File: src/rtl/rv_mc_pkg.sv
// Shared encodings for the rv_mc_ctl multicycle RV32I control unit:
// FSM states, opcode/funct fields and datapath mux selects.
package rv_mc_pkg;

  typedef enum logic [3:0] {
    S_FETCH     = 4'd0,
    S_DECODE    = 4'd1,
    S_LSW_ADDR  = 4'd2,
    S_LW_MEM    = 4'd3,
    S_LW_WB     = 4'd4,
    S_SW_MEM    = 4'd5,
    S_ALU_EXEC  = 4'd6,
    S_ALU_WB    = 4'd7,
    S_BR_EXEC   = 4'd8,
    S_JAL_EXEC  = 4'd9,
    S_JALR_EXEC = 4'd10,
    S_LUI_WB    = 4'd11,
    S_TRAP      = 4'd12,
    S_MUL_EXEC  = 4'd13
  } state_e;

  localparam logic [6:0] OPC_LOAD   = 7'b0000011;
  localparam logic [6:0] OPC_STORE  = 7'b0100011;
  localparam logic [6:0] OPC_OP     = 7'b0110011;
  localparam logic [6:0] OPC_OPIMM  = 7'b0010011;
  localparam logic [6:0] OPC_BRANCH = 7'b1100011;
  localparam logic [6:0] OPC_JAL    = 7'b1101111;
  localparam logic [6:0] OPC_JALR   = 7'b1100111;
  localparam logic [6:0] OPC_LUI    = 7'b0110111;

  localparam logic [2:0] F3_W    = 3'b010;
  localparam logic [2:0] F3_JALR = 3'b000;
  localparam logic [2:0] F3_SR   = 3'b101;
  localparam logic [2:0] F3_BEQ  = 3'b000;
  localparam logic [2:0] F3_BNE  = 3'b001;
  localparam logic [2:0] F3_BLT  = 3'b100;
  localparam logic [2:0] F3_BGE  = 3'b101;
  localparam logic [2:0] F3_BLTU = 3'b110;
  localparam logic [2:0] F3_BGEU = 3'b111;
  localparam logic [6:0] F7_MULDIV = 7'b0000001;

  localparam logic [1:0] PC_INC  = 2'd0;
  localparam logic [1:0] PC_ALU  = 2'd1;
  localparam logic [1:0] PC_TRAP = 2'd2;

  localparam logic [1:0] WB_PC     = 2'd0;
  localparam logic [1:0] WB_ALUOUT = 2'd1;
  localparam logic [1:0] WB_MDR    = 2'd2;
  localparam logic [1:0] WB_IMM    = 2'd3;

  localparam logic [2:0] IMM_I = 3'd0;
  localparam logic [2:0] IMM_S = 3'd1;
  localparam logic [2:0] IMM_B = 3'd2;
  localparam logic [2:0] IMM_U = 3'd3;
  localparam logic [2:0] IMM_J = 3'd4;

  localparam logic [1:0] ALUA_REG = 2'd0;
  localparam logic [1:0] ALUA_PCC = 2'd1;
  localparam logic [1:0] ALUB_REG = 2'd0;
  localparam logic [1:0] ALUB_IMM = 2'd1;

  localparam logic [3:0] ALU_ADD = 4'b0000;
  localparam logic [3:0] ALU_SUB = 4'b0001;

  localparam logic [1:0] CAUSE_NONE    = 2'd0;
  localparam logic [1:0] CAUSE_ILLEGAL = 2'd1;
  localparam logic [1:0] CAUSE_MEM_TO  = 2'd2;

  // Anything not recognised here falls through to an illegal-instruction trap.
  function automatic state_e decode_next(input logic [6:0] opcode, input logic [2:0] funct3,
                                         input logic [6:0] funct7, input logic mul_en);
    case (opcode)
      OPC_LOAD, OPC_STORE: return (funct3 == F3_W) ? S_LSW_ADDR : S_TRAP;
      OPC_OP: begin
        if (funct7 == F7_MULDIV) return mul_en ? S_MUL_EXEC : S_TRAP;
        return S_ALU_EXEC;
      end
      OPC_OPIMM:  return S_ALU_EXEC;
      OPC_BRANCH: return (funct3[2:1] == 2'b01) ? S_TRAP : S_BR_EXEC;
      OPC_JAL:    return S_JAL_EXEC;
      OPC_JALR:   return (funct3 == F3_JALR) ? S_JALR_EXEC : S_TRAP;
      OPC_LUI:    return S_LUI_WB;
      default:    return S_TRAP;
    endcase
  endfunction

endpackage

File: src/rtl/rv_mc_ctl_br_cmp.sv
// Branch-taken evaluation from funct3 and the ALU equal/less-than flags.
module rv_mc_br_cmp
  import rv_mc_pkg::*;
(
  input  logic [2:0] funct3_i,
  input  logic       zero_i,
  input  logic       lt_i,
  input  logic       ltu_i,
  output logic       taken_o
);

  always_comb begin
    taken_o = 1'b0;
    case (funct3_i)
      F3_BEQ:  taken_o = zero_i;
      F3_BNE:  taken_o = !zero_i;
      F3_BLT:  taken_o = lt_i;
      F3_BGE:  taken_o = !lt_i;
      F3_BLTU: taken_o = ltu_i;
      F3_BGEU: taken_o = !ltu_i;
      default: taken_o = 1'b0;
    endcase
  end

endmodule

File: src/rtl/rv_mc_ctl.sv
// Multicycle RV32I control FSM with memory-access timeout trap.
// Define RV_MC_CTL_MUL_EN to add the MUL_EXEC state and mul_start/mul_done handshake.
module rv_mc_ctl
  import rv_mc_pkg::*;
#(
  parameter int MEM_TO_CYC = 15,
  parameter int TO_W       = $clog2(MEM_TO_CYC + 1)
) (
  input  logic        clk,
  input  logic        rst_n,
  input  logic [31:0] instr,
  input  logic        zero,
  input  logic        lt,
  input  logic        ltu,
  output logic        mem_req,
  output logic        mem_we,
  input  logic        mem_ready,
  output logic [1:0]  pcsource,
  output logic        pcwrite,
  output logic        pccen,
  output logic        irwrite,
  output logic        mdrwrite,
  output logic        regwen,
  output logic [1:0]  wbsel,
  output logic [2:0]  immsel,
  output logic [1:0]  asel,
  output logic [1:0]  bsel,
  output logic [3:0]  alusel,
  output logic        trap,
  output logic [1:0]  trap_cause,
  output logic [3:0]  state_o
`ifdef RV_MC_CTL_MUL_EN
  ,
  output logic        mul_start,
  input  logic        mul_done
`endif
);

`ifdef RV_MC_CTL_MUL_EN
  localparam logic MUL_EN = 1'b1;
`else
  localparam logic MUL_EN = 1'b0;
`endif
  // Last wait cycle index: a still-pending access here is abandoned.
  localparam logic [TO_W-1:0] TO_LAST = TO_W'(MEM_TO_CYC - 1);

  state_e          state_q, state_d;
  logic [TO_W-1:0] to_cnt_q, to_cnt_d;
  logic [1:0]      cause_q, cause_d;
  logic [6:0]      opcode, funct7;
  logic [2:0]      funct3;
  logic            br_taken, to_hit;
  logic            unused_instr;

  assign opcode       = instr[6:0];
  assign funct3       = instr[14:12];
  assign funct7       = instr[31:25];
  assign unused_instr = ^{instr[24:15], instr[11:7]};
  assign to_hit       = (to_cnt_q == TO_LAST);
  assign state_o      = state_q;
  assign trap_cause   = cause_q;

  rv_mc_br_cmp u_br_cmp (
    .funct3_i (funct3),
    .zero_i   (zero),
    .lt_i     (lt),
    .ltu_i    (ltu),
    .taken_o  (br_taken)
  );

`ifdef RV_MC_CTL_MUL_EN
  logic mul_busy_q;
  always_ff @(posedge clk) begin
    if (!rst_n) mul_busy_q <= 1'b0;
    else        mul_busy_q <= (state_q == S_MUL_EXEC);
  end
`endif

  always_comb begin
    state_d  = state_q;
    cause_d  = cause_q;
    pcsource = PC_INC;
    wbsel    = WB_PC;
    immsel   = IMM_I;
    asel     = ALUA_REG;
    bsel     = ALUB_REG;
    alusel   = ALU_ADD;
    pcwrite  = 1'b0;
    pccen    = 1'b0;
    irwrite  = 1'b0;
    mdrwrite = 1'b0;
    regwen   = 1'b0;
    mem_req  = 1'b0;
    mem_we   = 1'b0;
    trap     = 1'b0;
`ifdef RV_MC_CTL_MUL_EN
    mul_start = 1'b0;
`endif
    case (state_q)
      S_FETCH: begin
        mem_req = 1'b1;
        irwrite = 1'b1;
        if (mem_ready) begin
          pcwrite = 1'b1;
          pccen   = 1'b1;
          state_d = S_DECODE;
        end else if (to_hit) begin
          state_d = S_TRAP;
          cause_d = CAUSE_MEM_TO;
        end
      end
      S_DECODE: begin
        asel    = ALUA_PCC;
        bsel    = ALUB_IMM;
        immsel  = IMM_B;
        state_d = decode_next(opcode, funct3, funct7, MUL_EN);
        if (state_d == S_TRAP) cause_d = CAUSE_ILLEGAL;
      end
      S_LSW_ADDR: begin
        bsel    = ALUB_IMM;
        immsel  = (opcode == OPC_STORE) ? IMM_S : IMM_I;
        state_d = (opcode == OPC_STORE) ? S_SW_MEM : S_LW_MEM;
      end
      S_LW_MEM: begin
        mem_req = 1'b1;
        if (mem_ready) begin
          mdrwrite = 1'b1;
          state_d  = S_LW_WB;
        end else if (to_hit) begin
          state_d = S_TRAP;
          cause_d = CAUSE_MEM_TO;
        end
      end
      S_SW_MEM: begin
        mem_req = 1'b1;
        mem_we  = 1'b1;
        if (mem_ready) begin
          state_d = S_FETCH;
        end else if (to_hit) begin
          state_d = S_TRAP;
          cause_d = CAUSE_MEM_TO;
        end
      end
      S_LW_WB: begin
        wbsel   = WB_MDR;
        regwen  = 1'b1;
        state_d = S_FETCH;
      end
      S_ALU_EXEC: begin
        if (opcode == OPC_OP) begin
          alusel = {funct3, instr[30]};
        end else begin
          bsel   = ALUB_IMM;
          alusel = {funct3, (funct3 == F3_SR) ? instr[30] : 1'b0};
        end
        state_d = S_ALU_WB;
      end
      S_ALU_WB: begin
        wbsel   = WB_ALUOUT;
        regwen  = 1'b1;
        state_d = S_FETCH;
      end
      S_BR_EXEC: begin
        alusel   = ALU_SUB;
        pcsource = PC_ALU;
        pcwrite  = br_taken;
        state_d  = S_FETCH;
      end
      S_JAL_EXEC, S_JALR_EXEC: begin
        asel     = (state_q == S_JAL_EXEC) ? ALUA_PCC : ALUA_REG;
        immsel   = (state_q == S_JAL_EXEC) ? IMM_J : IMM_I;
        bsel     = ALUB_IMM;
        pcsource = PC_ALU;
        pcwrite  = 1'b1;
        regwen   = 1'b1;
        state_d  = S_FETCH;
      end
      S_LUI_WB: begin
        wbsel   = WB_IMM;
        immsel  = IMM_U;
        regwen  = 1'b1;
        state_d = S_FETCH;
      end
      S_TRAP: begin
        trap     = 1'b1;
        pcsource = PC_TRAP;
        pcwrite  = 1'b1;
        state_d  = S_FETCH;
      end
`ifdef RV_MC_CTL_MUL_EN
      S_MUL_EXEC: begin
        mul_start = !mul_busy_q;
        if (mul_done) state_d = S_ALU_WB;
      end
`endif
      default: state_d = S_FETCH;
    endcase

    // Counter restarts on every state change, so each memory state sees a fresh budget.
    to_cnt_d = to_cnt_q;
    if (state_d != state_q)        to_cnt_d = '0;
    else if (mem_req && !mem_ready) to_cnt_d = to_cnt_q + TO_W'(1);

    if (!rst_n) begin
      pcwrite  = 1'b0;
      pccen    = 1'b0;
      irwrite  = 1'b0;
      mdrwrite = 1'b0;
      regwen   = 1'b0;
      mem_req  = 1'b0;
      mem_we   = 1'b0;
      trap     = 1'b0;
`ifdef RV_MC_CTL_MUL_EN
      mul_start = 1'b0;
`endif
    end
  end

  always_ff @(posedge clk) begin
    if (!rst_n) begin
      state_q  <= S_FETCH;
      to_cnt_q <= '0;
      cause_q  <= CAUSE_NONE;
    end else begin
      state_q  <= state_d;
      to_cnt_q <= to_cnt_d;
      cause_q  <= cause_d;
    end
  end

endmodule

File: config.mk
export PLATFORM = sky130hd
export DESIGN_NAME = rv_mc_ctl
export DESIGN_NICKNAME = d
export VERILOG_FILES = /design/src/rtl/rv_mc_pkg.sv /design/src/rtl/rv_mc_ctl_br_cmp.sv /design/src/rtl/rv_mc_ctl.sv
export SDC_FILE = /design/constraint.sdc
export NUM_CORES = 1
export LEC_CHECK = 0
export CAP_MARGIN = 10
export CORE_ASPECT_RATIO = 0.8
export CORE_UTILIZATION = 42
export CTS_BUF_LIST = sky130_fd_sc_hd__clkbuf_16
export CTS_CLUSTER_DIAMETER = 100
export DETAILED_ROUTE_END_ITERATION = 6
export PLACE_DENSITY = 0.82
export REMOVE_ABC_BUFFERS = 1
export SLEW_MARGIN = 20
export SYNTH_ARGS = -nofsm -noshare
export SYNTH_HDL_FRONTEND = slang
export SYNTH_HIERARCHICAL = 1
export SYNTH_SLANG_ARGS = --single-unit
export TNS_END_PERCENT = 10
File: constraint.sdc
create_clock -name clk -period 5.9 [get_ports clk]
set_input_delay 1.475 -clock clk [delete_from_list [all_inputs] [get_ports clk]]
set_output_delay 1.475 -clock clk [all_outputs]
set_load 0.1 [all_outputs]
Word-level counts from Yosys, hierarchy flattened
Cells that the tools add are included.
- register bits after elaboration: 10
- input bits: 38
- output and inout bits: 29
- $add $sub $neg: 1
- equality and inequality tests: 34
- multiplexer cells: 50
- bitwise operators: 1
- reductions and logical operators: 17
- operators by type and width (kind ; count):
    two-way mux 4 bit ; 8
    == test 4 bit (second input constant) ; 7
    one-hot mux 4 bit (7 select lines) ; 1
    two-way mux 1 bit ; 24
    one-hot mux 4 bit (6 select lines) ; 1
    == test 7 x 6 -> 1 bit (second input constant) ; 3
    == test 7 bit (second input constant) ; 3
    == test 4 x 3 -> 1 bit (second input constant) ; 4
    == test 3 bit (second input constant) ; 4
    two-way mux 3 bit ; 4
    one-hot mux 3 bit (4 select lines) ; 1
    OR reduction 3 bit ; 3
    == test 4 x 2 -> 1 bit (second input constant) ; 2
    one-hot mux 2 bit (2 select lines) ; 2
    one-hot mux 4 bit (2 select lines) ; 1
    == test 7 x 1 -> 1 bit (second input constant) ; 1
    == test 7 x 2 -> 1 bit (second input constant) ; 1
    == test 7 x 5 -> 1 bit (second input constant) ; 1
    two-way mux 2 bit ; 3
    one-hot mux 1 bit (6 select lines) ; 1
    one-hot mux 2 bit (3 select lines) ; 1
    OR reduction 2 bit ; 3
    OR reduction 5 bit ; 1
    adder 4 x 1 -> 4 bit (second input constant) ; 1
    17 further kinds ; 22

Depth between registers and ports, before layout
Gate-level depths: netlist (run 1).
- word-level depth: 10
- gate-level depth with buffers: 8
- depth with buffers taken out: 8

Modules after synthesis
The synthesis (run 1) kept the hierarchy.
- modules (own cells, without submodules) (module ; times used ; cells an instance ; area an instance (um^2) ; seq. area each (um^2)):
    rv_mc_ctl ; 1 ; 159 ; 1183.6 ; 200.2
    rv_mc_br_cmp ; 1 ; 5 ; 40.0 ; 0.0

Worst setup path after synthesis (run 1)
OpenSTA, ideal clock, no wires.
- path kind: input to output
- start point: input rst_n
- end point: output mem_req
- data arrival time: 6.206 ns
- setup slack: -1.781 ns
- stages on the path: 2
- path buffers: 0
- path through: inv_1 -> a2111oi_0
- longest elaborated chain between the ends: 1
- RTL lines (item ; RTL line ; text):
    from (decl) ; rv_mc_ctl.sv:10 ; input logic rst_n,
    two-way mux 1 bit ; rv_mc_ctl.sv:204 ; if (!rst_n) begin
    to (decl) ; rv_mc_ctl.sv:15 ; output logic mem_req,
Every way passes these cells.

Worst setup path after layout (run 1)
- start point: input instr[13]
- end point: output pcwrite
- longest elaborated chain between the ends: 4
- elaborated cells between the ends (all ways): 9
- RTL lines (item ; RTL line ; text):
    from (decl) ; rv_mc_ctl.sv:11 ; input logic [31:0] instr,
    == test 3 bit, or another cell as far along ; rv_mc_ctl_br_cmp.sv:14 ; case (funct3_i)
    one-hot mux 1 bit (6 select lines) * ; rv_mc_ctl_br_cmp.sv:14 ;
    via br_taken ; rv_mc_ctl.sv:52 ; logic br_taken, to_hit;
    one-hot mux 1 bit (3 select lines) * ; rv_mc_ctl.sv:99 ; case (state_q)
    two-way mux 1 bit * ; rv_mc_ctl.sv:204 ;
    to (decl) ; rv_mc_ctl.sv:19 ; output logic pcwrite,
Mark *: on every way through the listed nets, which the timed path passes. The rest lies on a longest branch.

==> results of run 1 <==
## worst min-delay path, delay by kind of cell, from the launching register on
kind	cells	cell delay (ns)
flip-flops	1	0.30
AO/OA/AOI/OAI	1	0.06
AND/OR/NAND/NOR	1	0.06
## layer usage
metal	share of wire, %	wire length (µm)	global-route usage (%)	vias up
li1	-	-	-	688
met1	46	1630	29.2	640
met2	49	1750	42.7	53
met3	4.4	158	1.14	4
met4	0.70	25	8.53	0
met5	0	0	0	-
## path summary, 6_finish.rpt
kind	from	end	slack, ns	depth (start not counted)
worst max-delay path	instr[13]	pcwrite	0.98	9
worst min-delay path	trap_cause[0]$_SDFFE_PN0P_	trap_cause[0]$_SDFFE_PN0P_	0.48	2
worst max register to register	state_o[1]$_SDFF_PN0_	to_cnt_q[2]$_SDFFE_PP0P_	3.36	6
worst min register to register	trap_cause[0]$_SDFFE_PN0P_	trap_cause[0]$_SDFFE_PN0P_	0.48	2
## power by group through the flow
stage	registers [mW]	logic, mW	clock network [mW]
2_1_floorplan	0.103	0.116	0
3_3_place_gp	0.0809	0.184	0
3_5_place_dp	0.0815	0.187	0
4_1_cts	0.0806	0.188	0.119
5_1_grt	0.0815	0.198	0.124
6_report	0.0808	0.188	0.118
## synthesized netlist by cell type (4+ instances only)
cell type	number	share of area [%]
nand3_1	6	2.5
clkbuf_1	4	1.2
nor2_1	21	6.4
nor2b_1	4	2.0
a21oi_1	10	4.1
and3_1	6	3.1
nor3_1	9	3.7
inv_1	7	2.1
nand2b_1	4	2.0
o21ai_0	4	1.6
nand2_1	12	3.7
dfxtp_1	10	16
xnor2_1	6	4.3
## cell type report
type | instances | area, µm²
Fill cell | 259 | 1010
Inverter | 8 | 30.0
Sequential cell | 10 | 200
Clock inverter | 1 | 3.75
Clock buffer | 3 | 75.1
Multi-Input combinational cell | 136 | 933
Timing Repair Buffer | 50 | 463
Tap cell | 38 | 47.5
## kinds of logic after synthesis
kind of cell,Yosys count,share of synthesized area (%)
and+or+nand+nor,80,36.7
other,1,0.306
adders and majority gates,2,2.04
AOI/OAI and AO/OA,43,29.8
buffers and inverters,19,7.67
muxes,1,0.818
xor gates and xnor gates,8,6.34
DFF,10,16.4
## registers in the layout, summed over array words and instances, names as in the netlist
register	cells
to_cnt_q	4
state_o	4
trap_cause	2
## per-stage QoR
stage	power, mW	setup slack [ns]
floorplan	0.218	-1.93
global placement	0.265	0.991
detailed placement	0.269	0.956
CTS	0.388	0.956
global route	0.404	0.817
finish	0.387	0.978
==> flow_summary_export.csv, run 1 <==
group,metric,value,unit
cells_and_area,most-common-layout-cells,"clkdlybuf4s50_1, nor2_1, buf_4",
critical_path,worstPathArrival,3.45,ns
sta,slew_headroom,34.9,%
cells_and_area,layout-drive-gt1-share,13.9,%
cells_and_area,area_growth,43.3,%
synthesis,ys_warn_count,6,
critical_path,crit_fanout,7,
clocking,clk_path_buf_depth,2,
critical_path,worstSetupPathType,"primary input to primary output",
pwr,p_per_area,221,nW/µm²
floorplan,initial_core_util,44.3,%
global_route,grt_pass1_wl,5900,µm
floorplan,core,2770,µm²
pwr,comb_power_share,48.6,%
cells_and_area,fin_util,63.4,%
cells_and_area,final_common_cell,"clkdlybuf4s50_1",
global_route,grt_max_degree,29,
clocking,htree_levels,1,
floorplan,rows,17,
sta,hold_viol,0,
sta,max_freq,203,MHz
synthesis,synth_area_per_cell,7.46,µm²
place,dpl.cell_count,242,
synthesis,synth.distinct_cells,57,
sta,rsz0062_at_grt,"false",
critical_path,crit_buf_inv,2,
clocking,cts_setup_buffers,0,
synthesis,synth-main-ff-cell,"dfxtp_1",
floorplan,die_w,62.4,µm
clocking,tritoncts,"yes",
sta,finalMaxSlewViolations,0,
critical_path,cpLargestDelayFamily,"buffers and inverters",
cells_and_area,fin_cells,246,
detailed_routing,wl_per_cell,14.5,µm
sta,finClkSkew,0.00411,ns
detailed_routing,drt_pre_antenna_iters,4,
synthesis,synth-seq-area-share,16.4,%
sta,finalCritPeriodShare,83.4,%
place,gp_routability_congestion,0.846,
critical_path,max_stage_delay,0.63,ns
place,dp_hpwl,2690,µm
sta,tns,0,ns
cells_and_area,nets,249,
clocking,clk_latency,0.23,ns
pwr,power_leakage,0.685,nW
detailed_routing,vias,1385,
clocking,cts_inserted_buffers,3,
critical_path,path_common_cell,"nor2_1",
cells_and_area,layout.cell_area.non_filler,1750,µm²
cells_and_area,antenna_cells,0,
min_path,hold_class,"flop to flop",
pwr,switching_share,43.9,%
critical_path,crit_chain,"clkdlybuf4s50_1 -> mux2i_1 -> xnor2_1 -> a21o_1 -> nor2_1 -> o32a_1 -> nor2_1 -> o21a_1 -> buf_4",
global_route,grt_usage,23.3,%
global_route,grt_overflow,0,
pwr,p_sw,0.170,mW
detailed_routing,drt_iter0_markers,74,
synthesis,synth_area,1220,µm²
clocking,cts_resized,0,
status,run_status,"completed",
sta,hold-worst-slack,0.475,ns
pwr,ir_drop,0.223,mV
sta,post-route-min-period,4.92,ns
pwr,internal_power,0.217,mW
pwr,clock_power_share,30.6,%
detailed_routing,drc,0,
clocking,ctsHoldBuffers,0,
synthesis,synthArstFlopShare,0,%
critical_path,critPathCaptureType,"primary output",
global_route,grt_antenna_before_repair,0,
detailed_routing,wl,3570,µm
synthesis,netlist_instances,164,
synthesis,synth_seq_cells,10,
place,place_area,1670,µm²
critical_path,critPathSlowestCell,"clkdlybuf4s50_1",
global_route,grt_pass1_vias,1317,
detailed_routing,antenna_left,0,
synthesis,synth_edf_count,0,
clocking,clk_pin_slew_worst_paths,0.04,ns
floorplan,io_pins,67,
critical_path,start_kind,"primary input",
clocking,ctsRootBufferMaster,"clkbuf_16",
detailed_routing,vias_per_cell,5.63,
clocking,cts.sinks,10,
floorplan,die_y,50.3,µm
critical_path,critical_path_required,4.43,ns
pwr,seqPwrFrac,20.9,%
floorplan,dieArea,3130,µm²
sta,tightestPinTransition,0.974,ns
place,port_buffers,49,
sta,finalSetupViolCount,0,
run,drv_cap,0,
Power figures use the tool's default switching activity.
==> inputs of run 2 (changes only) <==
--- a/config.mk
+++ b/config.mk
@@ -7,11 +7,11 @@
 export LEC_CHECK = 0
 export CAP_MARGIN = 10
 export CORE_ASPECT_RATIO = 0.8
-export CORE_UTILIZATION = 42
+export CORE_UTILIZATION = 39
 export CTS_BUF_LIST = sky130_fd_sc_hd__clkbuf_16
 export CTS_CLUSTER_DIAMETER = 100
 export DETAILED_ROUTE_END_ITERATION = 6
-export PLACE_DENSITY = 0.82
+export PLACE_DENSITY = 0.77
 export REMOVE_ABC_BUFFERS = 1
 export SLEW_MARGIN = 20
 export SYNTH_ARGS = -nofsm -noshare
==> constraint.sdc (replaced) <==
create_clock -name clk -period 4.6 [get_ports clk]
set_input_delay 1.15 -clock clk [delete_from_list [all_inputs] [get_ports clk]]
set_output_delay 1.15 -clock clk [all_outputs]
set_load 0.1 [all_outputs]
==> flow_summary_export.csv, run 2 (synthesis results as in run 1) <==
group,metric,value,unit
status,run_status,"completed",
detailed_routing,vias,1371,
global_route,grt_pass1_wl,5580,µm
cells_and_area,final_common_cell,"clkdlybuf4s50_1",
critical_path,worstPathArrival,3.06,ns
detailed_routing,wl,3440,µm
critical_path,r2r_start,"state_o[1]$_SDFF_PN0_",
sta,finalMaxSlewViolations,0,
floorplan,io_pins,67,
critical_path,max_stage_delay,0.60,ns
clocking,cts_inserted_buffers,3,
global_route,grt_antenna_before_repair,0,
detailed_routing,antenna_left,0,
sta,post-route-min-period,4.21,ns
critical_path,r2r_cells,6,
critical_path,critical_path_required,3.45,ns
sta,slew_headroom,34.9,%
clocking,ctsRootBufferMaster,"clkbuf_16",
critical_path,startpoint,"instr[13]",
cells_and_area,area_growth,47.1,%
pwr,p_per_area,280,nW/µm²
run,drv_cap,0,
global_route,grt_usage,20.9,%
place,port_buffers,49,
sta,hold_viol,0,
floorplan,core,2870,µm²
min_path,hp-start,"trap_cause[0]$_SDFFE_PN0P_",
detailed_routing,drt_pre_antenna_iters,4,
clocking,ctsHoldBuffers,0,
sta,rsz0062_at_grt,"false",
cells_and_area,regArea,200,µm²
global_route,grt_overflow,0,
cells_and_area,multi_input_area,933,µm²
critical_path,critPathSlowestCell,"clkdlybuf4s50_1",
sta,tightestPinTransition,0.974,ns
clocking,cts_setup_buffers,0,
detailed_routing,vias_per_cell,5.53,
critical_path,crit_fanout,7,
sta,hold-worst-slack,0.487,ns
critical_path,r2r_end,"to_cnt_q[2]$_SDFFE_PP0P_",
floorplan,initial_core_util,42.6,%
critical_path,reg2reg_slack,2.15,ns
floorplan,die_w,64.6,µm
floorplan,rows,17,
place,gp_routability_congestion,0.817,
cells_and_area,fin_util,62.7,%
clocking,clk_pin_slew_worst_paths,0.04,ns
clocking,clk_path_buf_depth,2,
sta,tns,0,ns
sta,finClkSkew,0.00165,ns
critical_path,worstSetupPathType,"primary input to primary output",
critical_path,path_common_cell,"nor2_1",
detailed_routing,drc,0,
global_route,grt_pass1_vias,1253,
floorplan,die_y,52.1,µm
critical_path,crit_chain,"clkdlybuf4s50_1 -> mux2i_1 -> xnor2_1 -> a21o_1 -> nor2_1 -> o32a_1 -> nor2_1 -> o21a_1 -> buf_12",
cells_and_area,antenna_cells,0,
clocking,clk_latency,0.23,ns
cells_and_area,nets,251,
critical_path,critPathCaptureType,"primary output",
min_path,hold_class,"flop to flop",
sta,max_freq,237,MHz
place,dp_hpwl,2670,µm
clocking,tritoncts,"yes",
critical_path,start_kind,"primary input",
clocking,cts_resized,0,
cells_and_area,most-common-layout-cells,"clkdlybuf4s50_1, nor2_1, buf_4",
cells_and_area,fillCellCount,245,
cells_and_area,layout-drive-gt1-share,18.1,%
detailed_routing,wl_per_cell,13.9,µm
pwr,ir_drop,0.325,mV
min_path,holdPathEnd,"trap_cause[0]$_SDFFE_PN0P_",
floorplan,dieArea,3370,µm²
sta,finalSetupViolCount,0,
min_path,hold_depth,2,
pwr,power_leakage,0.721,nW
global_route,grt_max_degree,29,
clocking,cts.sinks,10,
detailed_routing,drt_iter0_markers,96,
clocking,htree_levels,1,
sta,finalCritPeriodShare,91.6,%
run 2: cell types whose count changed in the layout (fill, tap and decap cells not counted), sizes merged:
cell	previous run	this run
buf	15	24
clkdlybuf4s50	35	28
run 2: critical path, delay by kind of cell:
family	cells	cell delay [ns]
buf+inv	2	0.78
compound gates	3	0.59
mux	1	0.25
simple gates	2	0.15
xor+xnor	1	0.14
run 2: metrics by stage:
step	cell area (µm²)	worst slack, ns	instances	power [mW]
final	1800	0.386	248	0.504
after global routing	1800	0.233	248	0.527
after CTS	1800	0.385	248	0.506
after detailed placement	1720	0.398	244	0.354
after global placement	1720	0.383	244	0.350
after floorplan	1160	-2.91	154	0.280
run 2: area by class of cell:
cell class	count	share of cell area, %
clock buffer	3	4.17
clock inverter	1	0.208
inverter	8	1.67
multi-input combinational	136	51.8
sequential	10	11.1
tap	38	2.64
timing repair buffer	52	28.4
run 2: worst max-delay path by stage:
stage / slack, ns / endpoint
6_report: 0.39 / pcwrite
5_1_grt: 0.23 / alusel[0]
4_1_cts: 0.38 / pcwrite
3_5_place_dp: 0.40 / pcwrite
3_3_place_gp: 0.38 / pcwrite
2_1_floorplan: -2.91 / mem_req
run 2: power breakdown:
group	switching [mW]	internal (mW)	total, mW
Clock	0.0365	0.114	0.150
Combinational	0.174	0.0811	0.255
Sequential	0.00626	0.0919	0.0982
Total	0.217	0.287	0.504
run 2: metal layers:
metal | GRT usage [%] | vias up | routed length [µm]
li1 | - | 694 | -
met1 | 28.6 | 629 | 1710
met2 | 35.4 | 46 | 1560
met3 | 2.63 | 2 | 148
met4 | 3.33 | 0 | 24
met5 | 0 | - | 0
==> inputs of run 3 (changes only) <==
--- a/config.mk
+++ b/config.mk
@@ -11,6 +11,7 @@
 export CTS_BUF_LIST = sky130_fd_sc_hd__clkbuf_16
 export CTS_CLUSTER_DIAMETER = 100
 export DETAILED_ROUTE_END_ITERATION = 6
+export MAX_ROUTING_LAYER = met4
 export PLACE_DENSITY = 0.77
 export REMOVE_ABC_BUFFERS = 1
 export SLEW_MARGIN = 20
@@ -18,4 +19,4 @@
 export SYNTH_HDL_FRONTEND = slang
 export SYNTH_HIERARCHICAL = 1
 export SYNTH_SLANG_ARGS = --single-unit
-export TNS_END_PERCENT = 10
+export TNS_END_PERCENT = 50
==> flow_summary_export.csv, run 3 (synthesis results as in run 1) <==
group,metric,value,unit
clocking,clk_pin_slew_worst_paths,0.04,ns
detailed_routing,vias_per_cell,5.49,
sta,post-route-min-period,4.22,ns
clocking,clk_latency,0.23,ns
critical_path,crit_chain,"clkdlybuf4s50_1 -> mux2i_1 -> xnor2_1 -> a21o_1 -> nor2_1 -> o32a_1 -> nor2_1 -> o21a_1 -> buf_12",
cells_and_area,final_common_cell,"clkdlybuf4s50_1",
critical_path,start_kind,"primary input",
critical_path,worstSetupPathType,"primary input to primary output",
sta,slew_headroom,34.9,%
sta,finalCritPeriodShare,91.7,%
global_route,grt_antenna_before_repair,0,
detailed_routing,wl_per_cell,13.8,µm
sta,hold-worst-slack,0.488,ns
sta,hold_viol,0,
floorplan,core,2870,µm²
detailed_routing,antenna_left,0,
critical_path,crit_buf_inv,2,
critical_path,critPathSlowestCell,"clkdlybuf4s50_1",
sta,finClkSkew,0.00139,ns
global_route,grt_max_degree,29,
global_route,grt_usage,21.3,%
critical_path,critical_path_required,3.45,ns
cells_and_area,area_growth,47.1,%
sta,finalSetupViolCount,0,
critical_path,cpLargestDelayFamily,"buffers and inverters",
cells_and_area,layout-drive-gt1-share,18.1,%
global_route,grt_pass1_vias,1248,
clocking,cts_resized,0,
min_path,hold_class,"flop to flop",
run,drv_cap,0,
detailed_routing,top_layer_used,"met4",
critical_path,worstPathArrival,3.07,ns
floorplan,rows,17,
sta,max_freq,237,MHz
sta,tightestPinTransition,0.974,ns
clocking,ctsRootBufferMaster,"clkbuf_16",
detailed_routing,drc,0,
detailed_routing,vias,1362,
floorplan,initial_core_util,42.6,%
clocking,cts_inserted_buffers,3,
detailed_routing,met1_length,1700,µm
detailed_routing,drt_pre_antenna_iters,4,
detailed_routing,met2_wirelength,1530,µm
clocking,cts.sinks,10,
floorplan,dieArea,3370,µm²
place,gp_routability_congestion,0.830,
critical_path,critPathCaptureType,"primary output",
clocking,ctsHoldBuffers,0,
cells_and_area,fin_cells,248,
place,dpl.cell_count,244,
place,port_buffers,49,
sta,finalMaxSlewViolations,0,
place,dp_hpwl,2670,µm
sta,rsz0062_at_grt,"false",
cells_and_area,most-common-layout-cells,"clkdlybuf4s50_1, nor2_1, buf_4",
status,run_status,"completed",
critical_path,path_common_cell,"nor2_1",
detailed_routing,wl,3420,µm
critical_path,max_stage_delay,0.60,ns
detailed_routing,drt_iter0_markers,101,
clocking,clk_path_buf_depth,2,
global_route,grt_overflow,0,
cells_and_area,nets,251,
critical_path,crit_fanout,7,
global_route,grt_pass1_wl,5560,µm
clocking,tritoncts,"yes",
clocking,htree_levels,1,
pwr,power_leakage,0.721,nW
floorplan,io_pins,67,
clocking,cts_setup_buffers,0,
floorplan,die_w,64.6,µm
pwr,p_per_area,280,nW/µm²
detailed_routing,wl_met3,157,µm
cells_and_area,antenna_cells,0,
pwr,ir_drop,0.325,mV
floorplan,die_y,52.1,µm
[run 3: cell counts in the layout (fill, tap and decap cells not counted)]
Identical to the previous run, type by type.
[run 3: worst reg2reg max path, stage by stage (launching register included)]
cell	delay [ns]
dfxtp_1	0.85
xnor2_2	0.23
a2111oi_4	0.62
a21boi_4	0.34
nor4_4	0.10
nand2_1	0.13
nor2_1	0.06
[run 3: metal layers]
layer	vias to the layer above	GRT usage, %
met5	-	-
met4	0	3.33
met3	4	2.41
met2	53	35.3
met1	612	28.6
li1	693	-
[run 3: cell type report]
class	instances	area, µm²
clock inverter	1	3.75
tap	38	47.5
fill	245	1070
sequential	10	200
timing repair buffer	52	510
inverter	8	30.0
clock buffer	3	75.1
multi-input combinational	136	933
[run 3: path summary, 6_finish.rpt]
check	to	cells past startpoint	slack (ns)	startpoint
min	trap_cause[0]$_SDFFE_PN0P_	2	0.49	trap_cause[0]$_SDFFE_PN0P_
max reg2reg	to_cnt_q[2]$_SDFFE_PP0P_	6	2.15	state_o[1]$_SDFF_PN0_
max	pcwrite	9	0.38	instr[13]
min reg2reg	trap_cause[0]$_SDFFE_PN0P_	2	0.49	trap_cause[0]$_SDFFE_PN0P_
[run 3: power breakdown]
group	switching [mW]	leakage (nW)	internal [mW]	total, mW
logic	0.174	0.601	0.0811	0.255
clock network	0.0363	0.0385	0.114	0.150
registers	0.00627	0.0813	0.0919	0.0982
total	0.217	0.721	0.287	0.503
[run 3: stage by stage]
step	area [µm²]	utilization [%]	setup TNS [ns]	setup WS, ns	total power, mW
CTS	1800	62.7	0	0.385	0.506
floorplan	1160	-	-4.42	-2.91	0.280
global route	1800	62.7	0	0.233	0.526
finish	1800	62.7	0	0.380	0.503
detailed placement	1720	60.0	0	0.398	0.354
global placement	1720	60.0	0	0.383	0.350
==> RTL edit (settings of run 2) <==
Build with the macro `RV_MC_CTL_MUL_EN` defined.
--- a/src/rtl/rv_mc_ctl.sv
+++ b/src/rtl/rv_mc_ctl.sv
@@ -1,5 +1,7 @@
 // Multicycle RV32I control FSM with memory-access timeout trap.
 // Define RV_MC_CTL_MUL_EN to add the MUL_EXEC state and mul_start/mul_done handshake.
+`define RV_MC_CTL_MUL_EN
+
 module rv_mc_ctl
   import rv_mc_pkg::*;
 #(
Interface: changed (added mul_done and mul_start); port bits go from 67 to 69. No check against the original RTL was run, so the function may have changed too.
==> RTL edit against run 2 <==
Area after synthesis up 1.9%. Total power down 7.8%. Setup slack worse by 0.11 ns. Design area up 2.1%. Wire length up 15%. Sequential cell count up 1. Final cell count up 7.3%.
==> RTL edit: results (changes against run 2) <==
The setup clock skew after layout came out at 0.00111 ns (was 0.00165 ns). For the first-pass GRT wire length, the log shows 6430 um (was 5580 um). The run finished with clean final reports. The number of detailed-route iterations in the first pass is 5 (was 4), and the overall track demand over capacity in global routing is 0.242 (was 0.209). The sum of routed wire length over all layers is 3950 um (was 3440 um). The fraction of layout instances using a drive strength above 1 is 0.123 (was 0.181), and the met1 track utilization from global routing is 0.312 (was 0.286). The logs give 1566 (was 1371) for the vias after detailed routing and 3050 um (was 2670 um) for the estimated wirelength of the detail-placed design.

Top post-synthesis cells by count: 25 x sky130_fd_sc_hd__nor2_1, 17 x sky130_fd_sc_hd__nand2_1, 13 x sky130_fd_sc_hd__a21oi_1, 11 x sky130_fd_sc_hd__dfxtp_1 (was 21 x sky130_fd_sc_hd__nor2_1, 12 x sky130_fd_sc_hd__nand2_1, 10 x sky130_fd_sc_hd__a21oi_1, 10 x sky130_fd_sc_hd__dfxtp_1, 9 x sky130_fd_sc_hd__nor3_1). The routability-driven placement congestion ratio is 0.973 (was 0.817), and the number of antenna cells inserted is 0 (unchanged). The switching power is 0.189 mW (was 0.217 mW), and the number of different library cells in the post-synthesis netlist is 53 (was 57).

The post-synthesis cell count was 184 (was 164). The largest fanout on the critical path was 7 (unchanged). The run gives 266 (was 248) as the number of non-filler instances in the completed layout. The quantity of I/O buffers inserted on ports came out at 51 (was 49).

Dominant cells by area after synthesis: sky130_fd_sc_hd__dfxtp_1 18%, sky130_fd_sc_hd__nor2_1 7.5%, sky130_fd_sc_hd__a21oi_1 5.2%, sky130_fd_sc_hd__nand2_1 5.1%, sky130_fd_sc_hd__xnor2_1 3.5% (was sky130_fd_sc_hd__dfxtp_1 16%, sky130_fd_sc_hd__nor2_1 6.4%, sky130_fd_sc_hd__xnor2_1 4.3%, sky130_fd_sc_hd__a21oi_1 4.1%, sky130_fd_sc_hd__nor3_1 3.7%). For the worst path arrival time, the log shows 3.17 ns (was 3.06 ns). The initial DRC count was 140 (was 96). The pin count of the biggest net entering global routing came out at 25 (was 29).

For the worst supply voltage drop on vdd, the log shows 0.189 mV (was 0.325 mV). The remaining max-slew budget at the tightest pin is 0.351 (was 0.349), and the global routing usage on met3 is 0.0696 (was 0.0263). Number of global-route vias before repair: 1444 (was 1253).

The leakage dissipation was 0.725 nW (was 0.721 nW); the fraction of the yosys area taken by sequential cells was 0.177 (was 0.164). The number of instances in the placed design was 262 (was 244).
RTL edit: area by class of cell:
type | count | area (um2)
sequential | 11 | 220
tap | 38 | 47.5
timing repair buffer | 52 | 518
clock inverter | 1 | 3.75
multi-input combinational | 157 | 958
fill | 277 | 1050
inverter | 4 | 15.0
clock buffer | 3 | 75.1
RTL edit: through the flow:
| step | setup WS, ns | cell area [um2] |
|---|---|---|
| finish | 0.275 | 1840 |
| global route | 0.210 | 1840 |
| CTS | 0.323 | 1840 |
| detailed placement | 0.326 | 1760 |
| global placement | 0.369 | 1760 |
| floorplan | -1.06 | 1190 |
RTL edit: power by group through the flow:
stage          clock [mW]  combinational (mW)  sequential [mW]
2_1_floorplan           0               0.122            0.125
5_1_grt             0.160               0.211            0.110
3_3_place_gp            0               0.196            0.111
4_1_cts             0.156               0.200            0.109
6_report            0.154               0.201            0.109
3_5_place_dp            0               0.199            0.111
RTL edit: kinds of logic after synthesis:
group                      Yosys count  share of synthesized area
AOI/OAI and AO/OA                   49                      0.272
xor gates and xnor gates             7                     0.0491
adders and majority gates            2                     0.0201
buffers and inverters               17                     0.0582
DFF                                 11                      0.177
muxes                                2                     0.0160
other                                1                    0.00301
and+or+nand+nor                     95                      0.405
RTL edit: routing by layer:
layer	wire length, um	up-vias
met5	0	-
li1	-	759
met1	1700	699
met4	74	0
met2	1780	100
met3	399	8
RTL edit: worst max-delay path, stage by stage:
cell,delay [ns]
sky130_fd_sc_hd__clkdlybuf4s50_1,0.64
sky130_fd_sc_hd__mux2i_1,0.29
sky130_fd_sc_hd__xnor2_1,0.15
sky130_fd_sc_hd__a21o_1,0.14
sky130_fd_sc_hd__nor2_1,0.04
sky130_fd_sc_hd__o32a_1,0.30
sky130_fd_sc_hd__nor2_1,0.10
sky130_fd_sc_hd__o21a_1,0.17
sky130_fd_sc_hd__buf_12,0.18
RTL edit: worst paths after layout:
path	endpoint	slack (ns)	from
max	pcwrite	0.28	instr[13]
min reg2reg	trap_cause[1]$_SDFFE_PN0P_	0.50	trap_cause[1]$_SDFFE_PN0P_
max reg2reg	to_cnt_q[3]$_SDFFE_PP0P_	2.09	state_o[0]$_SDFF_PN0_
min	trap_cause[1]$_SDFFE_PN0P_	0.50	trap_cause[1]$_SDFFE_PN0P_
